==> src/rtl/timer_pwm_pkg.sv <==
// -----------------------------------------------------------------------------
// timer_pwm_pkg
// Shared definitions for the tick-driven timer / PWM generator.
//   - DEF_WIDTH : default width of counter, period and compare values
//   - state_t   : FSM state encoding (IDLE / RUN / DONE)
//   - MODO_*    : run-mode encodings sampled on i_Modo at every wrap
//   - cnt_step  : counter increment helper
// -----------------------------------------------------------------------------
package timer_pwm_pkg;

    localparam int DEF_WIDTH = 16;

    typedef enum logic [1:0] {
        ST_IDLE = 2'd0,
        ST_RUN  = 2'd1,
        ST_DONE = 2'd2
    } state_t;

    localparam logic MODO_CONT  = 1'b0;
    localparam logic MODO_UNICO = 1'b1;

    // Increment a DEF_WIDTH-bit count by one (wraps only in theory; the
    // timer never lets the count pass the shadow period).
    function automatic logic [DEF_WIDTH-1:0] cnt_step(input logic [DEF_WIDTH-1:0] cnt);
        cnt_step = cnt + {{(DEF_WIDTH-1){1'b0}}, 1'b1};
    endfunction

endpackage

==> src/rtl/timer_pwm_cmp.sv <==
// -----------------------------------------------------------------------------
// timer_pwm_cmp
// Registered compare / PWM output stage. The PWM level is always computed
// from the count the timer is about to show, so o_Pwm lines up with o_Cuenta
// on the same clock edge.
// Ports:
//   clk      : system clock
//   rst_n    : asynchronous reset, active-low
//   pwm_clr  : force PWM low on the next edge (has priority)
//   pwm_upd  : load (cnt_nxt < cmp_val) on the next edge
//   cnt_nxt  : count value that becomes visible on the next edge
//   cmp_val  : compare value in effect for that count
//   pwm      : registered PWM output
// -----------------------------------------------------------------------------
module timer_pwm_cmp
    import timer_pwm_pkg::*;
#(
    parameter int WIDTH = DEF_WIDTH
) (
    input  logic             clk,
    input  logic             rst_n,
    input  logic             pwm_clr,
    input  logic             pwm_upd,
    input  logic [WIDTH-1:0] cnt_nxt,
    input  logic [WIDTH-1:0] cmp_val,
    output logic             pwm
);

    logic pwm_r;
    logic level_s;

    // Unsigned compare of the upcoming count against its compare value.
    always_comb begin
        level_s = 1'b0;
        if (cnt_nxt < cmp_val) begin
            level_s = 1'b1;
        end else begin
            level_s = 1'b0;
        end
    end

    // PWM output register: clear wins over update, otherwise hold.
    always_ff @(posedge clk or negedge rst_n) begin
        if (!rst_n) begin
            pwm_r <= 1'b0;
        end else if (pwm_clr) begin
            pwm_r <= 1'b0;
        end else if (pwm_upd) begin
            pwm_r <= level_s;
        end else begin
            pwm_r <= pwm_r;
        end
    end

    assign pwm = pwm_r;

endmodule

==> src/rtl/timer_pwm.sv <==
// -----------------------------------------------------------------------------
// timer_pwm
// Tick-driven period counter with shadowed period/compare registers, a
// registered PWM output and a sticky overflow flag.
// Ports:
//   i_Clk           : system clock
//   i_Rst           : asynchronous reset, active-low
//   i_Tick          : count enable from the prescaler
//   i_En            : timer enable (high starts a run, low stops and clears)
//   i_Modo          : 0 = continuous, 1 = one-shot (sampled at every wrap)
//   i_Periodo       : terminal count, period is i_Periodo+1 ticks
//   i_Comparacion   : PWM compare value
//   i_Clr_Flag      : clears o_Flag_Desborde (a same-edge wrap wins)
//   o_Cuenta        : current count
//   o_Pwm           : registered PWM output
//   o_Flag_Desborde : sticky wrap flag
//   o_Activo        : high while running
// -----------------------------------------------------------------------------
module timer_pwm
    import timer_pwm_pkg::*;
#(
    parameter int WIDTH = DEF_WIDTH
) (
    input  logic             i_Clk,
    input  logic             i_Rst,
    input  logic             i_Tick,
    input  logic             i_En,
    input  logic             i_Modo,
    input  logic [WIDTH-1:0] i_Periodo,
    input  logic [WIDTH-1:0] i_Comparacion,
    input  logic             i_Clr_Flag,
    output logic [WIDTH-1:0] o_Cuenta,
    output logic             o_Pwm,
    output logic             o_Flag_Desborde,
    output logic             o_Activo
);

    state_t           state_r;
    logic [WIDTH-1:0] cuenta_r;
    logic [WIDTH-1:0] per_sh_r;
    logic [WIDTH-1:0] cmp_sh_r;
    logic             flag_r;
    logic             activo_r;

    logic             start_s;
    logic             step_s;
    logic             wrap_s;
    logic             at_term_s;
    logic [WIDTH-1:0] cnt_inc_s;
    logic             pwm_clr_s;
    logic             pwm_upd_s;
    logic [WIDTH-1:0] pwm_cnt_s;
    logic [WIDTH-1:0] pwm_cmp_s;

    // Decode this cycle's event: start of a run, a plain count step or a wrap.
    always_comb begin
        start_s   = 1'b0;
        step_s    = 1'b0;
        wrap_s    = 1'b0;
        at_term_s = (cuenta_r == per_sh_r);
        cnt_inc_s = cuenta_r + {{(WIDTH-1){1'b0}}, 1'b1};
        case (state_r)
            ST_IDLE: begin
                start_s = i_En;
            end
            ST_RUN: begin
                if (i_En && i_Tick) begin
                    wrap_s = at_term_s;
                    step_s = !at_term_s;
                end else begin
                    wrap_s = 1'b0;
                    step_s = 1'b0;
                end
            end
            ST_DONE: begin
                start_s = 1'b0;
            end
            default: begin
                start_s = 1'b0;
            end
        endcase
    end

    // PWM stage control. On a step the current compare shadow applies; on
    // start and wrap the freshly latched compare (the input) applies to count 0.
    always_comb begin
        pwm_clr_s = 1'b0;
        pwm_upd_s = 1'b0;
        pwm_cnt_s = {WIDTH{1'b0}};
        pwm_cmp_s = i_Comparacion;
        if (!i_En) begin
            pwm_clr_s = 1'b1;
        end else begin
            case (state_r)
                ST_IDLE: begin
                    pwm_upd_s = start_s;
                end
                ST_RUN: begin
                    if (step_s) begin
                        pwm_upd_s = 1'b1;
                        pwm_cnt_s = cnt_inc_s;
                        pwm_cmp_s = cmp_sh_r;
                    end else if (wrap_s) begin
                        // A one-shot wrap lands in DONE, where the PWM is low.
                        pwm_clr_s = (i_Modo == MODO_UNICO);
                        pwm_upd_s = (i_Modo == MODO_CONT);
                    end else begin
                        pwm_upd_s = 1'b0;
                    end
                end
                ST_DONE: begin
                    pwm_clr_s = 1'b1;
                end
                default: begin
                    pwm_clr_s = 1'b1;
                end
            endcase
        end
    end

    // Timer FSM, counter, shadow registers, activity and sticky flag.
    always_ff @(posedge i_Clk or negedge i_Rst) begin
        if (!i_Rst) begin
            state_r  <= ST_IDLE;
            cuenta_r <= {WIDTH{1'b0}};
            per_sh_r <= {WIDTH{1'b0}};
            cmp_sh_r <= {WIDTH{1'b0}};
            flag_r   <= 1'b0;
            activo_r <= 1'b0;
        end else begin
            if (!i_En) begin
                state_r  <= ST_IDLE;
                cuenta_r <= {WIDTH{1'b0}};
                activo_r <= 1'b0;
            end else begin
                case (state_r)
                    ST_IDLE: begin
                        state_r  <= ST_RUN;
                        per_sh_r <= i_Periodo;
                        cmp_sh_r <= i_Comparacion;
                        cuenta_r <= {WIDTH{1'b0}};
                        activo_r <= 1'b1;
                    end
                    ST_RUN: begin
                        if (wrap_s) begin
                            cuenta_r <= {WIDTH{1'b0}};
                            per_sh_r <= i_Periodo;
                            cmp_sh_r <= i_Comparacion;
                            if (i_Modo == MODO_UNICO) begin
                                state_r  <= ST_DONE;
                                activo_r <= 1'b0;
                            end else begin
                                state_r  <= ST_RUN;
                                activo_r <= 1'b1;
                            end
                        end else if (step_s) begin
                            cuenta_r <= cnt_inc_s;
                        end else begin
                            cuenta_r <= cuenta_r;
                        end
                    end
                    ST_DONE: begin
                        cuenta_r <= {WIDTH{1'b0}};
                        activo_r <= 1'b0;
                    end
                    default: begin
                        state_r  <= ST_IDLE;
                        cuenta_r <= {WIDTH{1'b0}};
                        activo_r <= 1'b0;
                    end
                endcase
            end
            // Set has priority over clear; wrap_s is already low when disabled.
            flag_r <= wrap_s | (flag_r & ~i_Clr_Flag);
        end
    end

    timer_pwm_cmp #(
        .WIDTH (WIDTH)
    ) u_cmp (
        .clk     (i_Clk),
        .rst_n   (i_Rst),
        .pwm_clr (pwm_clr_s),
        .pwm_upd (pwm_upd_s),
        .cnt_nxt (pwm_cnt_s),
        .cmp_val (pwm_cmp_s),
        .pwm     (o_Pwm)
    );

    assign o_Cuenta        = cuenta_r;
    assign o_Flag_Desborde = flag_r;
    assign o_Activo        = activo_r;

endmodule
==> config.mk <==
export PLATFORM = sky130hd
export DESIGN_NAME = timer_pwm
export DESIGN_NICKNAME = d
export VERILOG_FILES = /design/src/rtl/timer_pwm_pkg.sv /design/src/rtl/timer_pwm_cmp.sv /design/src/rtl/timer_pwm.sv
export SDC_FILE = /design/constraint.sdc
export NUM_CORES = 1
export LEC_CHECK = 0
export BUFFER_PORTS_ARGS = -buffer_cell sky130_fd_sc_hd__buf_2
export CORE_ASPECT_RATIO = 0.7
export CORE_UTILIZATION = 55
export CTS_CLUSTER_SIZE = 40
export DETAILED_ROUTE_END_ITERATION = 8
export GPL_TIMING_DRIVEN = 1
export HOLD_SLACK_MARGIN = 0.15
export PLACE_DENSITY = 0.88
export SLEW_MARGIN = 25
export SYNTH_ARGS = -nofsm -noshare
export SYNTH_HDL_FRONTEND = slang
export SYNTH_HIERARCHICAL = 1
export SYNTH_SLANG_ARGS = --single-unit
==> constraint.sdc <==
create_clock -name i_Clk -period 4.3 [get_ports i_Clk]
set_input_delay 0.645 -clock i_Clk [delete_from_list [all_inputs] [get_ports i_Clk]]
set_output_delay 0.645 -clock i_Clk [all_outputs]
set_load 0.01 [all_outputs]
==> metrics.md, run 1 <==
| Metric | Value |
|---|---|
| Status | finished clean |
| H-Tree Depth | 2 |
| CTS tree | built |
| Drt pass-1 iters | 5 |
| # resized after CTS | 0 |
| Finished Cell Area | 4649 um^2 |
| Area contributors post-synth | dfrtp_1, nand2_1, a311o_1 |
| Fillers | 641 |
| Routed wire length | 12170 um |
| Footprint of the multi-input gates | 2666 um^2 |
| Final core occ | 62.96% |
| Most common cell after layout, fill and taps aside | nand2_1 |
| DP Area | 4538 um^2 |
| Post-Syn Nets | 601 |
| Drt first-iter violations | around 400 |
| Fin. Hold Viols | 0 |
| Tightest Pin Transition | about 0.84 ns |
| # rows | 26 |
| Antenna violations before repair | 0 |
| Initial Util | 57.74% |
| Final Cycle Share | between 80% and 90% |
| Final min period | about 3.7 ns |
| Maximum vdd drop | 175.2 uV |
| Vias in the first global route | between 3000 and 4000 |
| # diodes | 0 |
| R2R setup slack | 0.59 ns |
| IO Port Bufs | 56 |
| Global-route wire length before repair | 19110 um |
| Max Freq | 0.2697 GHz |
| Max Cap Violations | 0 |
| Post-synth top area cell | dfrtp_1 |
| GR Overflow Total | 0 |
| Register area share after synthesis | 31.10% |
| DR DRC count | 0 |
| Hold-fix buffers, CTS | 0 |
| Die Height | 75.67 um |
| GRT Total Usage | a little under a third |
| Max-Slew Margin vs Limit | between 40% and 50% |
| Most used DFF post-synth | dfrtp_1 |
| Die area | a little over 8000 um^2 |
| Asr flop ratio synth | 100.0% |
| Die Wd | approximately 110 um |
| Largest net degree at the start of global routing | 88 |
| CTS Buffer Depth | 2 |
| Yosys warns | 6 |
| Startpoint Class | register |
| GPL Wtd Cong | 0.9103 |
| CTS Root Cell | clkbuf_8 |
| Power Dens Cells | roughly 260 nW/um^2 |
| Clk_skew | 0.01126 ns |
| CTS sink cnt | 53 |
| Fin worst setup slack | 0.5924 ns |
| Post-Syn Area | 4264 um^2 |
| Area share of the largest cell type after synthesis | 31.10% |
| Setup Buffers After CTS | 0 |
| Leak | 2.034 nW |
| Setup TNS | 0 ns |
| CP max FO | 23 |
| Synth cell types | 45 |
| Seq cells post-synth | 53 |
| Most frequent cells in the layout | nand2_1, buf_2, nor2_1, dfrtp_1 |
| Place WS | 0.7061 ns |
| Crit path kind | register to register |
| Worst path arrival time | 3.96 ns |
| Number of synthesized flops with an enable pin | 0 |
| Post-Syn Instances | 547 |
| Final setup fails | 0 |
| HP Class | primary input to asynchronous set/reset pin |
| Share of cells above drive strength 1 | 16.84% |
| DR vias | 4278 |
| Drt wl/cell | 18.21 um |
| Setup crit end kind | register |
| Final Max Slew Viols | 0 |
| Core area | 7385 um^2 |
| Synth Area per Inst | approximately 7.8 um^2 |
| DPL Wire Length | 8434 um |
| Required time worst endpoint | around 4.6 ns |
| Avg Vias per Cell | 6.404 |
| Skew-Pair Late Insertion Delay | 0.32 ns |
| Sequential Area | 1326 um^2 |
| Clock-pin slew on the worst setup and hold paths | about 0.1 ns |
| RSZ-0062 raised after global routing | no |
| CTS buffer count | 5 |
| Final-stage net count | 623 |
| Io pins | between 50 and 60 |
| Area grow syn2layout | 9.038% |
| ANT nets after route | 0 |
-- synth_stat cells, drive strengths merged (8+ instances only) --
cell type,count
nand2,120
nor2,57
dfrtp,53
clkbuf,34
a22oi,32
a311o,32
o21ai,25
xor2,24
inv,19
buf,16
ha,16
mux2,16
nand3,16
nor4,13
nand4,11
a21oi,8
and3,8
-- cell type report --
cell class              instances  area share, %
clock buffers                   6          1.561
clock inverters                 2         0.8342
inverters                      20          1.615
multi-input cells             424          57.35
flip-flops and latches         53          28.53
well taps                      98          2.637
repair buffers                 65          7.481
-- per-stage QoR --
stage | hold WS (ns) | power (mW) | cells
6_report | 0.3269 | 1.189 | 668
2_1_floorplan | 0.3494 | 0.7438 | 547
4_1_cts | 0.3436 | 1.187 | 668
3_3_place_gp | 0.5003 | 0.8163 | 660
3_5_place_dp | 0.5119 | 0.8351 | 660
5_1_grt | 0.3592 | 1.242 | 668
-- metal layers --
layer | routed length, um | vias up | global-route usage, %
met3 | 945 | 23 | 4.876
met2 | 5649 | 199 | 50.82
met4 | 158 | 0 | 7.306
met1 | 5414 | 2069 | 41.66
li1 | - | 1987 | -
met5 | 0 | - | 0
-- flip-flops by register name (all words and copies together) (netlist names) --
register	flops
state_r	2
o_Cuenta	16
o_Activo	1
o_Flag_Desborde	1
per_sh_r	16
u_cmp/pwm	1
cmp_sh_r	16
-- worst max-delay path: stages, from the launching register on --
cell	delay, ns
dfrtp_1	0.53
xor2_1	0.24
nor4_2	0.37
nand4_4	0.14
nand4_2	0.45
buf_4	0.31
mux2_2	0.35
inv_1	0.05
ha_1	0.21
a2111oi_0	0.52
or4_1	0.22
nand4_1	0.09
o21ai_1	0.15
-- cell families (layout without fill, tap and decap cells) --
logic type      Yosys count  count (layout)  share of synthesized area (%)
compound gates          107             107                          18.84
simple gates            255             255                          28.14
buf+inv                  70              93                          6.837
mux                      16              16                          4.225
flops                    53              53                          31.10
fa+ha+maj                16              16                          4.695
xor+xnor                 30              30                          6.162
-- path summary, 6_finish.rpt --
kind	start	to	cells after the start
worst max-delay path	o_Cuenta[5]$_DFFE_PN0P_	u_cmp/pwm$_DFFE_PN0P_	12
worst min-delay path	i_Rst	cmp_sh_r[5]$_DFFE_PN0P_	1
worst max register to register	o_Cuenta[5]$_DFFE_PN0P_	u_cmp/pwm$_DFFE_PN0P_	12
worst min register to register	o_Flag_Desborde$_DFF_PN0_	o_Flag_Desborde$_DFF_PN0_	2
max in group asynchronous	i_Rst	cmp_sh_r[13]$_DFFE_PN0P_	2
min in group i_Clk	i_Clr_Flag	o_Flag_Desborde$_DFF_PN0_	2
-- report_power, final --
group	switching, mW	total, mW	leakage (nW)	internal [mW]
clock network	0.180	0.355	0.0554	0.175
logic	0.137	0.240	1.36	0.103
registers	0.0562	0.593	0.616	0.537
(Power assumes the default switching activity.)
==> run 2: changes to the inputs <==
--- a/config.mk
+++ b/config.mk
@@ -5,7 +5,7 @@
 export SDC_FILE = /design/constraint.sdc
 export NUM_CORES = 1
 export LEC_CHECK = 0
-export BUFFER_PORTS_ARGS = -buffer_cell sky130_fd_sc_hd__buf_2
+export BUFFER_PORTS_ARGS = -buffer_cell sky130_fd_sc_hd__buf_4
 export CORE_ASPECT_RATIO = 0.7
 export CORE_UTILIZATION = 55
 export CTS_CLUSTER_SIZE = 40
==> metrics.md, run 2 (same netlist as run 1, synthesis figures left out) <==
| Metric | Value |
|---|---|
| Die Wd | 107.2 um (unchanged) |
| CTS buffer count | 5 (unchanged) |
| Status | finished clean |
| Final setup fails | 0 (unchanged) |
| Most common cell after layout, fill and taps aside | nand2_1 |
| CTS Buffer Depth | 2 (unchanged) |
| Avg Vias per Cell | 6.347 (-0.90%) |
| Most frequent cells in the layout | nand2_1, buf_4, nor2_1, dfrtp_1 |
| Final min period | 3.561 ns (-0.1463 ns) |
| Clock Power Share | 27.8% (-2.1 points) |
| Final Cycle Share | 82.82% (-3.4 points) |
| # rows | 26 (unchanged) |
| CTS sink cnt | 53 (unchanged) |
| Drt first-iter violations | 378 (-5.7%) |
| IO Port Bufs | 56 (unchanged) |
| Max-Slew Margin vs Limit | 41.86% (-2.1 points) |
| Skew-Pair Late Insertion Delay | 0.32 ns (about the same) |
| Startpoint Class | register |
| Max Freq | 0.2808 GHz (+4.1%) |
| Global-route wire length before repair | 18470 um (-3.4%) |
| Largest net degree at the start of global routing | 88 (unchanged) |
| Final core occ | 64.50% (+1.5 points) |
| # resized after CTS | 0 (unchanged) |
| Io pins | 57 (unchanged) |
| Tightest Pin Transition | 0.8721 ns (+0.03167 ns) |
| Required time worst endpoint | 4.52 ns (-0.03 ns) |
| Final Max Slew Viols | 0 (unchanged) |
| Die Height | 75.67 um (unchanged) |
| Sw power | 377.1 uW (+1.1%) |
| Hold-fix buffers, CTS | 0 (unchanged) |
| Crit path kind | register to register |
| Final-stage net count | 621 (-0.32%) |
| DR vias | 4227 (-1.2%) |
| Gate power share | 21.2% (+1.0 points) |
| Initial Util | 57.74% (unchanged) |
| Leak | 2.051 nW (+0.84%) |
| Setup TNS | 0 ns (unchanged) |
| DPL Wire Length | 8214 um (-2.6%) |
| GRT Total Usage | 29.46% (-0.83 points) |
| DR DRC count | 0 (unchanged) |
| Power Dens Cells | 243.9 nW/um^2 (-4.6%) |
| Place WS | 0.8016 ns (+0.09545 ns) |
| Setup Buffers After CTS | 0 (unchanged) |
| Core area | 7385 um^2 (unchanged) |
| Max Cap Violations | 0 (unchanged) |
| Share of cells above drive strength 1 | 16.73% (-0.12 points) |
| CP max FO | 18 (-22%) |
| DP Area | 4663 um^2 (+2.8%) |
| H-Tree Depth | 2 (unchanged) |
| Area grow syn2layout | 11.71% |
| GR Overflow Total | 0 (unchanged) |
| Fin worst setup slack | 0.7387 ns (+0.1463 ns) |
| Clk_skew | 0.007950 ns (-0.003306 ns) |
| CTS Root Cell | clkbuf_8 |
| Vias in the first global route | 3759 (-2.2%) |
| Die area | 8115 um^2 (unchanged) |
| Worst path arrival time | 3.78 ns (-0.18 ns) |
| Finished Cell Area | 4763 um^2 (+2.4%) |
| HP Class | primary input to asynchronous set/reset pin |
| Setup crit end kind | register |
| # diodes | 0 (unchanged) |
| Reg power frac | 51.0% (+1.1 points) |
| Clock-pin slew on the worst setup and hold paths | 0.11 ns (about the same) |
| Routed wire length | 11900 um (-2.2%) |
| ANT nets after route | 0 (unchanged) |
| RSZ-0062 raised after global routing | no |
| Pint | 784.5 uW (-3.8%) |
| Switching Fraction | 32.46% (+1.1 points) |
| Maximum vdd drop | 177.8 uV (+1.5%) |
| Fin. Hold Viols | 0 (unchanged) |
| Drt pass-1 iters | 4 (-1) |
| GPL Wtd Cong | 0.8932 (-1.9%) |
| Antenna violations before repair | 0 (unchanged) |
| CTS tree | built |
| Drt wl/cell | 17.87 um (-1.9%) |
## run 2: cell types whose count changed in the layout (fill, tap and decap cells not counted)
cell and change:
bufinv_16 -1, clkbuf_1 -1, clkbuf_8 +1, buf_4 +54
buf_2 -56, inv_6 +1
## run 2: metal layers
| metal | vias to the layer above | global-route usage [%] | part of all wire, % |
|---|---|---|---|
| li1 | 1975 | - | - |
| met1 | 2037 | 42.04 | 45 |
| met2 | 194 | 46.81 | 44 |
| met3 | 21 | 4.790 | 8.6 |
| met4 | 0 | 8.371 | 1.6 |
| met5 | - | 0 | 0 |
## run 2: path summary, 6_finish.rpt
check,startpoint,end,slack [ns],cells past startpoint
setup / recovery,o_Cuenta[4]$_DFFE_PN0P_,u_cmp/pwm$_DFFE_PN0P_,0.74,13
setup reg to reg,o_Cuenta[4]$_DFFE_PN0P_,u_cmp/pwm$_DFFE_PN0P_,0.74,13
hold reg to reg,u_cmp/pwm$_DFFE_PN0P_,u_cmp/pwm$_DFFE_PN0P_,0.56,2
max in group asynchronous,i_Rst,o_Cuenta[12]$_DFFE_PN0P_,3.45,1
min in group i_Clk,i_Clr_Flag,o_Flag_Desborde$_DFF_PN0_,0.51,2
hold / removal,i_Rst,o_Cuenta[11]$_DFFE_PN0P_,0.35,1
## run 2: area by class of cell
cell class                 instances  area (um^2)
multi-input combinational        424         2666
clock inverter                     2        17.52
fill                             629         2621
clock buffer                       6        82.58
sequential                        53         1326
timing repair buffer              63        473.0
tap                               98        122.6
inverter                          20        75.07
## run 2: power by group through the flow
stage,sequential (mW),clock [mW],combinational (mW)
global placement,0.596,0,0.231
CTS,0.589,0.326,0.245
floorplan,0.581,0,0.163
detailed placement,0.599,0,0.244
finish,0.592,0.323,0.246
global route,0.597,0.346,0.274
## run 2: stage by stage
step / hold WS, ns / std cells / total power, mW
3_5_place_dp: 0.5202 / 658 / 0.8428
6_report: 0.3499 / 666 / 1.162
2_1_floorplan: 0.3494 / 547 / 0.7438
5_1_grt: 0.4140 / 666 / 1.216
3_3_place_gp: 0.5040 / 658 / 0.8267
4_1_cts: 0.3880 / 666 / 1.160
## run 2: critical path: stages (launching register included)
cell and delay, ns:
dfrtp_1 0.56, xor2_1 0.24, nor4_2 0.41, nand4_4 0.14
nand4_2 0.35, buf_4 0.31, mux2_1 0.35, inv_1 0.06
ha_1 0.15, and4_1 0.22, o31ai_1 0.08, or4_1 0.41
nand4_1 0.11, o21ai_1 0.07
